==> config.mk <==
export PLATFORM = sky130hd
export DESIGN_NAME = addsub_pipe_n
export DESIGN_NICKNAME = d
export VERILOG_FILES = /design/src/rtl/addsub_pipe_n.sv
export SDC_FILE = /design/constraint.sdc
export NUM_CORES = 1
export LEC_CHECK = 0
export ABC_AREA = 1
export BUFFER_PORTS_ARGS = -buffer_cell sky130_fd_sc_hd__buf_4
export CORE_MARGIN = 4
export CORE_UTILIZATION = 45
export CTS_CLUSTER_DIAMETER = 100
export DETAILED_ROUTE_END_ITERATION = 16
export GPL_ROUTABILITY_DRIVEN = 0
export SLEW_MARGIN = 5
export SYNTH_ARGS = -nofsm -noshare
export SYNTH_HDL_FRONTEND = slang
export SYNTH_SLANG_ARGS = --single-unit
export TNS_END_PERCENT = 10
==> constraint.sdc <==
create_clock -name clk -period 2.5 [get_ports clk]
set_input_delay 0.5 -clock clk [delete_from_list [all_inputs] [get_ports clk]]
set_output_delay 0.5 -clock clk [all_outputs]
set_load 0.01 [all_outputs]
==> src/rtl/addsub_pipe_n.sv <==
// Segmented-carry add/subtract pipeline: one SEG-bit slice per stage, followed by a
// registered output stage that applies optional signed saturation. Stalls freeze everything.
module addsub_pipe_n #(
  parameter int WIDTH = 16,
  parameter int SEG   = 4
) (
  input  logic             clk,
  input  logic             rst,
  input  logic [WIDTH-1:0] A,
  input  logic [WIDTH-1:0] B,
  input  logic             Add_ctrl,
  input  logic             Sat_ctrl,
  input  logic             in_valid,
  output logic             in_ready,
  output logic [WIDTH-1:0] SUM,
  output logic             C_out,
  output logic             O,
  output logic             out_valid,
  input  logic             out_ready
);

  localparam int STAGES = WIDTH / SEG;
  localparam int LAST   = STAGES - 1;

  // Per-stage state: operands (B already conditionally inverted), partial result, carry, flags.
  logic [WIDTH-1:0]  a_r   [STAGES];
  logic [WIDTH-1:0]  bp_r  [STAGES];
  logic [WIDTH-1:0]  sum_r [STAGES];
  logic [STAGES-1:0] cy_r;
  logic [STAGES-1:0] vld_r;
  logic [STAGES-1:0] sat_r;

  logic [WIDTH-1:0]  in_a_s    [STAGES];
  logic [WIDTH-1:0]  in_bp_s   [STAGES];
  logic [WIDTH-1:0]  in_sum_s  [STAGES];
  logic [WIDTH-1:0]  nxt_sum_s [STAGES];
  logic [STAGES-1:0] in_cy_s;
  logic [STAGES-1:0] in_vld_s;
  logic [STAGES-1:0] in_sat_s;
  logic [STAGES-1:0] nxt_cy_s;
  logic [SEG:0]      slice_s;

  logic              stall_s;
  logic [WIDTH-1:0]  raw_s;
  logic              ovf_s;
  logic [WIDTH-1:0]  res_s;

  function automatic logic [WIDTH-1:0] saturate(input logic [WIDTH-1:0] raw,
                                                input logic sat, input logic ovf);
    logic [WIDTH-1:0] res;
    if (sat && ovf) begin
      // Overflow flips the sign bit, so a set raw MSB means the true result was positive.
      res = raw[WIDTH-1] ? {1'b0, {(WIDTH-1){1'b1}}} : {1'b1, {(WIDTH-1){1'b0}}};
    end else begin
      res = raw;
    end
    return res;
  endfunction

  assign stall_s  = out_valid & ~out_ready;
  assign in_ready = ~stall_s;

  // Stage inputs and the slice adder for each stage.
  always_comb begin
    in_cy_s  = {STAGES{1'b0}};
    in_vld_s = {STAGES{1'b0}};
    in_sat_s = {STAGES{1'b0}};
    nxt_cy_s = {STAGES{1'b0}};
    slice_s  = {(SEG+1){1'b0}};
    for (int s = 0; s < STAGES; s++) begin
      in_a_s[s]    = {WIDTH{1'b0}};
      in_bp_s[s]   = {WIDTH{1'b0}};
      in_sum_s[s]  = {WIDTH{1'b0}};
      nxt_sum_s[s] = {WIDTH{1'b0}};
    end

    in_a_s[0]   = A;
    in_bp_s[0]  = Add_ctrl ? B : ~B;
    in_cy_s[0]  = ~Add_ctrl;
    in_vld_s[0] = in_valid;
    in_sat_s[0] = Sat_ctrl;
    for (int s = 1; s < STAGES; s++) begin
      in_a_s[s]   = a_r[s-1];
      in_bp_s[s]  = bp_r[s-1];
      in_sum_s[s] = sum_r[s-1];
      in_cy_s[s]  = cy_r[s-1];
      in_vld_s[s] = vld_r[s-1];
      in_sat_s[s] = sat_r[s-1];
    end

    for (int s = 0; s < STAGES; s++) begin
      slice_s = {1'b0, in_a_s[s][s*SEG +: SEG]} + {1'b0, in_bp_s[s][s*SEG +: SEG]}
              + {{SEG{1'b0}}, in_cy_s[s]};
      nxt_sum_s[s]               = in_sum_s[s];
      nxt_sum_s[s][s*SEG +: SEG] = slice_s[SEG-1:0];
      nxt_cy_s[s]                = slice_s[SEG];
    end
  end

  // Overflow = carry into MSB ^ carry out; carry into MSB is recovered as a ^ b' ^ sum at the MSB.
  always_comb begin
    raw_s = sum_r[LAST];
    ovf_s = cy_r[LAST] ^ a_r[LAST][WIDTH-1] ^ bp_r[LAST][WIDTH-1] ^ raw_s[WIDTH-1];
    res_s = saturate(raw_s, sat_r[LAST], ovf_s);
  end

  // Pipeline and output registers: reset clears, stall holds, otherwise advance one stage.
  always_ff @(posedge clk) begin
    if (rst) begin
      vld_r     <= {STAGES{1'b0}};
      cy_r      <= {STAGES{1'b0}};
      sat_r     <= {STAGES{1'b0}};
      for (int s = 0; s < STAGES; s++) begin
        a_r[s]   <= {WIDTH{1'b0}};
        bp_r[s]  <= {WIDTH{1'b0}};
        sum_r[s] <= {WIDTH{1'b0}};
      end
      out_valid <= 1'b0;
      SUM       <= {WIDTH{1'b0}};
      C_out     <= 1'b0;
      O         <= 1'b0;
    end else if (!stall_s) begin
      for (int s = 0; s < STAGES; s++) begin
        a_r[s]   <= in_a_s[s];
        bp_r[s]  <= in_bp_s[s];
        sum_r[s] <= nxt_sum_s[s];
        cy_r[s]  <= nxt_cy_s[s];
        vld_r[s] <= in_vld_s[s];
        sat_r[s] <= in_sat_s[s];
      end
      out_valid <= vld_r[LAST];
      SUM       <= res_s;
      C_out     <= cy_r[LAST];
      O         <= ovf_s;
    end else begin
      out_valid <= out_valid;
    end
  end

endmodule

==> results of run 1 <==
registers in the layout, indices dropped and copies added, names as in the netlist:
name,cells
bp_r,25
out_valid,1
a_r,25
sat_r,4
C_out,1
cy_r,4
SUM,16
sum_r,40
vld_r,4
O,1
cells in the final DEF (no fill, tap or decap):
cell and n:
nand2_2 10, inv_1 96, inv_2 1, clkinv_2 1, o21ai_0 16, xor2_1 12
clkinv_4 3, clkinvlp_4 2, nand2_1 96, o211ai_1 1, o22ai_1 6, dfxtp_1 31
or2_2 1, fa_1 7, xnor2_1 4, nand3_1 7, nand2_4 1, buf_12 1
edfxtp_1 90, inv_6 6, a21oi_1 13, nor2_1 88, nor2_2 2, nand3_2 1
bufinv_16 4, a22o_1 1, buf_4 61, ha_1 12, clkbuf_16 17
cell type report:
class / instances / area [um2] / area share, %
timing repair buffer: 62 / 478 / 7.41
clock buffer: 17 / 425 / 6.60
clock inverter: 15 / 214 / 3.32
multi-input combinational: 278 / 1460 / 22.6
sequential: 121 / 3320 / 51.6
tap: 143 / 179 / 2.78
inverter: 98 / 369 / 5.73
logic make-up after synthesis:
family	synth area share [%]
simple gates	15.7
flops	63.1
buf+inv	9.20
compound gates	3.78
fa+ha+maj	5.52
xor+xnor	2.66
how the worst max path moves through the flow:
stage | start | slack, ps | cells after the start | end
floorplan | out_ready | 310 | 4 | a_r[0][10]$_SDFFCE_PN0P_
global placement | out_ready | 570 | 6 | a_r[0][10]$_SDFFCE_PN0P_
detailed placement | Add_ctrl | 520 | 9 | cy_r[0]$_SDFFE_PP0N_
CTS | a_r[2][12]$_SDFFCE_PN0P_ | 770 | 4 | sum_r[3][14]$_SDFFCE_PN0P_
global route | a_r[2][12]$_SDFFCE_PN0P_ | 650 | 6 | cy_r[3]$_SDFFE_PP0N_
finish | a_r[2][12]$_SDFFCE_PN0P_ | 780 | 4 | sum_r[3][14]$_SDFFCE_PN0P_
per-stage QoR:
stage	utilization, %	power (mW)	cell area (um2)	worst slack [ps]	instances
4_1_cts	56.5	5.29	6450	768	734
2_1_floorplan	-	2.56	5260	312	516
6_report	56.5	5.23	6450	776	734
5_1_grt	56.5	5.44	6450	652	734
3_3_place_gp	50.9	2.66	5810	573	702
3_5_place_dp	50.9	2.67	5810	525	702
Yosys cell counts:
cell type,number
inv_1,97
nand2_1,96
edfxtp_1,90
nor2_1,89
dfxtp_1,31
o21ai_0,16
buf_2,15
a21oi_1,13
ha_1,12
xor2_1,12
nand2_2,10
fa_1,7
nand3_1,7
o22ai_1,6
xnor2_1,4
buf_6,2
a22o_1,1
buf_8,1
clkbuf_1,1
inv_2,1
nand2_4,1
nand3_2,1
nor2_2,1
o211ai_1,1
or2_2,1
power by group through the flow:
| stage | Combinational [mW] | Sequential (mW) | Clock (mW) |
|---|---|---|---|
| 3_5_place_dp | 0.315 | 2.35 | 0 |
| 6_report | 0.313 | 2.31 | 2.61 |
| 5_1_grt | 0.369 | 2.32 | 2.75 |
| 3_3_place_gp | 0.307 | 2.35 | 0 |
| 2_1_floorplan | 0.211 | 2.35 | 0 |
| 4_1_cts | 0.319 | 2.31 | 2.66 |
layer usage:
metal,global-route usage [%],vias up,routed length (um)
met4,5.34,0,91
met3,4.82,9,383
met5,0,-,0
li1,-,1732,-
met2,21.3,60,3610
met1,16.1,1420,3780
worst register-to-register path, delay by kind of cell, from the launching register on:
| kind | cells | cell delay [ps] |
|---|---|---|
| AO/OA/AOI/OAI | 2 | 220 |
| flip-flops | 1 | 390 |
| adder cells (fa/ha/maj) | 2 | 860 |
==> out/summary.log, run 1 <==
INFO  die            die_area=13500um2
INFO  setup_path     worst-r2r-cell-count=4
INFO  route          drt_pass1_iterations=4
INFO  synthesis      ys_seq_area_share=63.1%
INFO  setup_path     critical_path.most_common_cell=fa_1
INFO  clock_tree     clk_latency=410ps
INFO  grt            grt_pass1_wl=13.9mm
INFO  grt            grt_max_degree=93
INFO  sta            hold_violations=0
INFO  layout         antennaDiodeCount=0
INFO  setup_path     timing.critical_path.buf_inv=0
INFO  setup_path     path_max_fanout=3
INFO  worst_hold_path worstHoldPathType=primary input to flop
INFO  die            die_width=116um
INFO  power_and_ir_drop power_density=811nW/um2
INFO  sta            period_share=69.0%
INFO  clock_tree     cts-root-to-sink-buffers=2
INFO  clock_tree     cts.htree.levels=4
INFO  route          detail-route-antenna-nets=0
INFO  synthesis      synthesis_warning_total=0
INFO  layout         final_net_count=635
INFO  sta            setup_viol=0
INFO  setup_path     timing.critical_path.required=2650ps
INFO  route          routed_wl=7.86mm
INFO  synthesis      syn_nets=573
INFO  setup_path     cell_class_contributing_the_biggest_share_of_worst_path_delay=adder cells
INFO  power_and_ir_drop power.internal=4.11mW
INFO  route          post_drt_via_cell_ratio=4.39
INFO  worst_hold_path worst_hold_path.endpoint=out_valid$_SDFFE_PP0N_
INFO  grt            globalRoute.totalOverflow=0
INFO  route          vias=3221
INFO  synthesis      mappedNetlistArea=5260um2
INFO  setup_path     worstReg2RegEnd=sum_r[3][14]$_SDFFCE_PN0P_
INFO  sta            final.setup.tns=0ps
INFO  sta            maxSlewHeadroom=39.0%
INFO  grt            grt_antenna_before_repair=0
INFO  flow_run       maxCapViolations=0
INFO  power_and_ir_drop switching_share=21.5%
INFO  route          routedWlPerCell=10.7um
INFO  sta            setup_skew_after_layout=13.0ps
INFO  sta            grt_setup_unrepaired=no
INFO  sta            achievable-frequency=580MHz
INFO  die            effective_utilization_at_floorplan=46.1%
INFO  synthesis      synthesis.area_per_instance=10.2um2
INFO  clock_tree     path_clk_slew=50ps
INFO  clock_tree     cts_repair_resize_count=0
INFO  grt            globalRouteTotalUtil=13.2%
INFO  setup_path     critical_path.startpoint_type=flop
INFO  status         outcome=finished clean
INFO  worst_hold_path holdCritStartpoint=rst
INFO  power_and_ir_drop p_clk_share=49.9%
INFO  setup_path     setup.worst_path.class=flop to flop
INFO  die            die_h=116um
INFO  clock_tree     clock_sinks=121
INFO  die            io-pin-count=58
INFO  sta            timing_max_transition_violations_final=0
INFO  die            core_area=11400um2
INFO  setup_path     critical-path-max-stage-delay=450ps
INFO  synthesis      synth_area_leader_cell=edfxtp_1
INFO  layout         n_fill_cell=1014
INFO  clock_tree     cts_tree=yes
INFO  power_and_ir_drop netSwitchingPower=1.12mW
INFO  synthesis      syn_inst=516
INFO  worst_hold_path holdPathStages=2
INFO  synthesis      yosysTopAreaCellShare=51.4%
INFO  power_and_ir_drop leakage=3.01nW
INFO  power_and_ir_drop p_comb_share=6.0%
INFO  clock_tree     clock_buffer_count_from_cts=17
INFO  synthesis      synth.ff_latch_count=121
INFO  synthesis      synth.area.top_cells=edfxtp_1 (51%), dfxtp_1 (12%), inv_1 (6.9%)
INFO  sta            finalHoldWorstSlack=283ps
INFO  clock_tree     cts_post_setup_buffers_inserted=0
INFO  grt            grt_pass1_vias=3223
INFO  setup_path     critPathCaptureType=flop
INFO  route          detail_route.drc_violations=0
INFO  clock_tree     ctsRootBufferMaster=clkbuf_16
INFO  power_and_ir_drop power.share.sequential=44.2%
INFO  layout         synthToLayoutAreaGrowth=22.5%
INFO  clock_tree     holdBufCountCts=0
INFO  setup_path     cp_cell_sequence=fa_1, fa_1, o21ai_0, a21oi_1
INFO  setup_path     worst_reg2reg_setup_slack=780ps
INFO  synthesis      synth_cell_types=25
INFO  power_and_ir_drop max-vdd-ir-drop=394uV
INFO  route          drt_first_iter_violations=238
INFO  setup_path     critical-path-slowest-cell=fa_1
INFO  placement      detailedPlacementHpwl=4.79mm
INFO  sta            min_period=1720ps
INFO  layout         layout-drive-gt1-share=18.8%
INFO  setup_path     data_arrival_time_of_the_critical_path=1870ps
INFO  sta            tightestPinTransition=916ps
INFO  placement      input_output_buffers=57
INFO  setup_path     r2r_start=a_r[2][12]$_SDFFCE_PN0P_
INFO  die            placementRows=39
(Power assumes the default switching activity.)
==> inputs of run 2 (changes only) <==
PLACE_DENSITY = 0.66   (was not set)
clock period = 1.4 ns   (was 2.5 ns; I/O delays follow)
==> run 2 against run 1 <==
Effect of this change:
- sequential share of layout area is 2.6 points lower
- utilization is 3.0 points higher
- die area stayed put
- power is 79% higher
- non-clock buffer count is 20 higher
- sequential power is 79% higher
- the run now ends with setup timing left
- critical path type unchanged
- largest power group unchanged
- cell area is 5.3% higher
- worst hold slack worse by 220 ps
- critical path depth is 2 higher
- clock-buffer cell count stayed put
- cell count is 3.0% higher
==> out/summary.log, run 2 (same netlist as run 1, synthesis figures left out) <==
INFO  sta            timing_max_transition_violations_final=0 [unchanged]
INFO  power_and_ir_drop power_density=1380nW/um2 [+70%]
INFO  sta            final.setup.worst_slack=-214ps [-989 ps]
INFO  setup_path     r2r_start=bp_r[2][12]$_SDFFCE_PN0P_
INFO  sta            min_period=1610ps [-111 ps]
INFO  sta            tightestPinTransition=406ps [-510 ps]
INFO  sta            finalHoldWorstSlack=63.7ps [-219 ps]
INFO  route          detail-route-antenna-nets=0 [unchanged]
INFO  clock_tree     cts_tree=yes
INFO  route          routed_wl=8.77mm [+11%]
INFO  grt            globalRouteTotalUtil=14.3% [+1.1 points]
INFO  power_and_ir_drop leakage=3.13nW [+4.1%]
INFO  route          route.met2.wl=4.37mm [+21%]
INFO  power_and_ir_drop power.internal=7.36mW [+79%]
INFO  layout         final_net_count=657 [+3.5%]
INFO  layout         layout-drive-gt1-share=27.6% [+8.8 points]
INFO  layout         synthToLayoutAreaGrowth=29.0%
INFO  power_and_ir_drop p_clk_share=48.6% [-1.3 points]
INFO  route          dr.max_layer_used=met4
INFO  setup_path     critical_path.startpoint_type=flop
INFO  setup_path     worstReg2RegEnd=cy_r[3]$_SDFFE_PP0N_
INFO  layout         layout.cells.non_filler=756 [+3.0%]
INFO  sta            maxSlewHeadroom=72.9% [+34 points]
INFO  die            die_h=116um [unchanged]
INFO  layout         largest-register=sum_r
INFO  setup_path     setup.worst_path.class=flop to flop
INFO  die            effective_utilization_at_floorplan=46.1% [unchanged]
INFO  worst_hold_path holdPathStages=2 [unchanged]
INFO  sta            period_share=115% [+46 points]
INFO  worst_hold_path holdCritStartpoint=rst
INFO  die            die_area=13500um2 [unchanged]
INFO  layout         antennaDiodeCount=0 [unchanged]
INFO  grt            grt_antenna_before_repair=0 [unchanged]
INFO  clock_tree     clock_buffer_count_from_cts=17 [unchanged]
INFO  route          met3RoutedLength=430um [+12%]
INFO  sta            setup_viol=12 [+12]
INFO  clock_tree     clock_sinks=121 [unchanged]
INFO  setup_path     worst-r2r-cell-count=6 [+2]
INFO  sta            grt_setup_unrepaired=yes
INFO  die            io-pin-count=58 [unchanged]
INFO  clock_tree     clk_latency=410ps [about the same]
INFO  flow_run       maxCapViolations=0 [unchanged]
INFO  setup_path     timing.critical_path.required=1680ps [-970 ps]
INFO  worst_hold_path worst_hold_path.endpoint=out_valid$_SDFFE_PP0N_
INFO  route          detail_route.drc_violations=0 [unchanged]
INFO  placement      input_output_buffers=57 [unchanged]
INFO  setup_path     path_max_fanout=3 [unchanged]
INFO  route          post_drt_via_cell_ratio=4.45 [+1.5%]
INFO  power_and_ir_drop power.share.sequential=44.2% [about the same]
INFO  placement      placed_cells=715 [+1.9%]
INFO  placement      detailedPlacementHpwl=5.40mm [+13%]
INFO  worst_hold_path worstHoldPathType=primary input to flop
INFO  layout         n_fill_cell=971 [-4.2%]
INFO  route          routedWlPerCell=11.6um [+8.2%]
INFO  clock_tree     cts.htree.levels=4 [unchanged]
INFO  clock_tree     cts-root-to-sink-buffers=2 [unchanged]
INFO  sta            hold_violations=0 [unchanged]
INFO  layout         final_cell_mix=nand2_1 (90), edfxtp_1 (90), inv_1 (88), nor2_1 (83), buf_4 (76)
INFO  status         outcome=complete, but fails checks
INFO  sta            setup_skew_after_layout=10.9ps [-2.18 ps]
INFO  die            placementRows=39 [unchanged]
INFO  route          drt_first_iter_violations=159 [-33%]
INFO  setup_path     critPathCaptureType=flop
INFO  route          vias=3366 [+4.5%]
INFO  layout         largest_registers=sum_r: 40 flops, a_r: 25 flops, bp_r: 25 flops
INFO  layout         final_area=6790um2 [+5.3%]
INFO  clock_tree     holdBufCountCts=0 [unchanged]
INFO  grt            grt_max_degree=100 [+7.5%]
INFO  route          wirelength_met1=3.84mm [+1.6%]
INFO  grt            globalRoute.totalOverflow=0 [unchanged]
INFO  setup_path     data_arrival_time_of_the_critical_path=1890ps [+20 ps]
INFO  clock_tree     path_clk_slew=60ps [about the same]
INFO  layout         largest_register_ff_count=40 [unchanged]
INFO  status         violated_checks=setup timing
INFO  power_and_ir_drop p_comb_share=7.2% [+1.2 points]
INFO  die            die_width=116um [unchanged]
INFO  power_and_ir_drop netSwitchingPower=1.99mW [+78%]
INFO  power_and_ir_drop switching_share=21.3% [-0.16 points]
INFO  clock_tree     ctsRootBufferMaster=clkbuf_16
INFO  placement      post_dp_cell_area=5980um2 [+3.1%]
INFO  power_and_ir_drop max-vdd-ir-drop=1270uV [+220%]
INFO  setup_path     worst_reg2reg_setup_slack=-210ps [-990 ps]
INFO  route          drt_pass1_iterations=4 [unchanged]
INFO  sta            final.setup.tns=-1760ps [-1760 ps]
INFO  placement      place_ws=-239ps [-764 ps]
INFO  sta            achievable-frequency=620MHz [+6.9%]
INFO  grt            grt_pass1_vias=3310 [+2.7%]
INFO  grt            grt_pass1_wl=15.0mm [+7.8%]
INFO  die            core_area=11400um2 [unchanged]
==> run 2: layout make-up <==
type                       instances  area (um2)  share of cell area (%)
sequential                       121        3330                    49.0
multi-input combinational        279        1610                    23.6
timing repair buffer              82         649                    9.57
clock buffer                      17         425                    6.27
inverter                          98         394                    5.81
clock inverter                    15         199                    2.93
tap                              143         179                    2.64
timing repair inverter             1        11.3                   0.166
==> run 2: timing repair <==
item                                    4_1_cts  5_1_grt
cloned                                        0        3
pin swaps                                     8        8
endpoints found under the hold margin         0        0
endpoints found under the setup margin      111      203
resized for setup                            21       25
buffers inserted                              2        4
==> run 2: worst max path at each step <==
stage                                         start                         end  slack, ps  cells after the start
after global routing      bp_r[2][12]$_SDFFCE_PN0P_        cy_r[3]$_SDFFE_PP0N_       -300                      6
after CTS                  a_r[2][12]$_SDFFCE_PN0P_        cy_r[3]$_SDFFE_PP0N_       -240                      6
after floorplan                            Add_ctrl   sum_r[0][3]$_SDFFCE_PN0P_       -140                      8
after detailed placement    a_r[1][8]$_SDFFCE_PN0P_  sum_r[2][10]$_SDFFCE_PN0P_       -240                      6
final                     bp_r[2][12]$_SDFFCE_PN0P_        cy_r[3]$_SDFFE_PP0N_       -210                      6
after global placement    bp_r[2][12]$_SDFFCE_PN0P_  sum_r[3][14]$_SDFFCE_PN0P_       -140                      4
==> run 2: stage by stage <==
step	utilization, %	power (mW)
after global placement	52.4	4.80
after floorplan	-	4.60
after global routing	59.5	9.72
final	59.5	9.36
after detailed placement	52.4	4.83
after CTS	58.2	9.41
==> run 2: layer usage <==
layer  vias up  GRT usage [%]
met4         0           6.19
met2        74           23.9
met5         -              0
li1       1780              -
met3        13           4.56
met1      1499           17.0
==> run 2: worst max-delay path, cell delays in order (launching register included) <==
cell and delay [ps]:
edfxtp_1 400, fa_2 400, fa_2 370, nand2_1 70
nand2_1 50, a21oi_2 120, o22ai_1 80
==> run 2: power by group through the flow <==
stage	combinational [mW]	clock, mW	sequential [mW]
3_3_place_gp	0.600	0	4.20
3_5_place_dp	0.622	0	4.21
4_1_cts	0.649	4.62	4.14
5_1_grt	0.774	4.79	4.15
6_report	0.674	4.55	4.14
2_1_floorplan	0.404	0	4.19
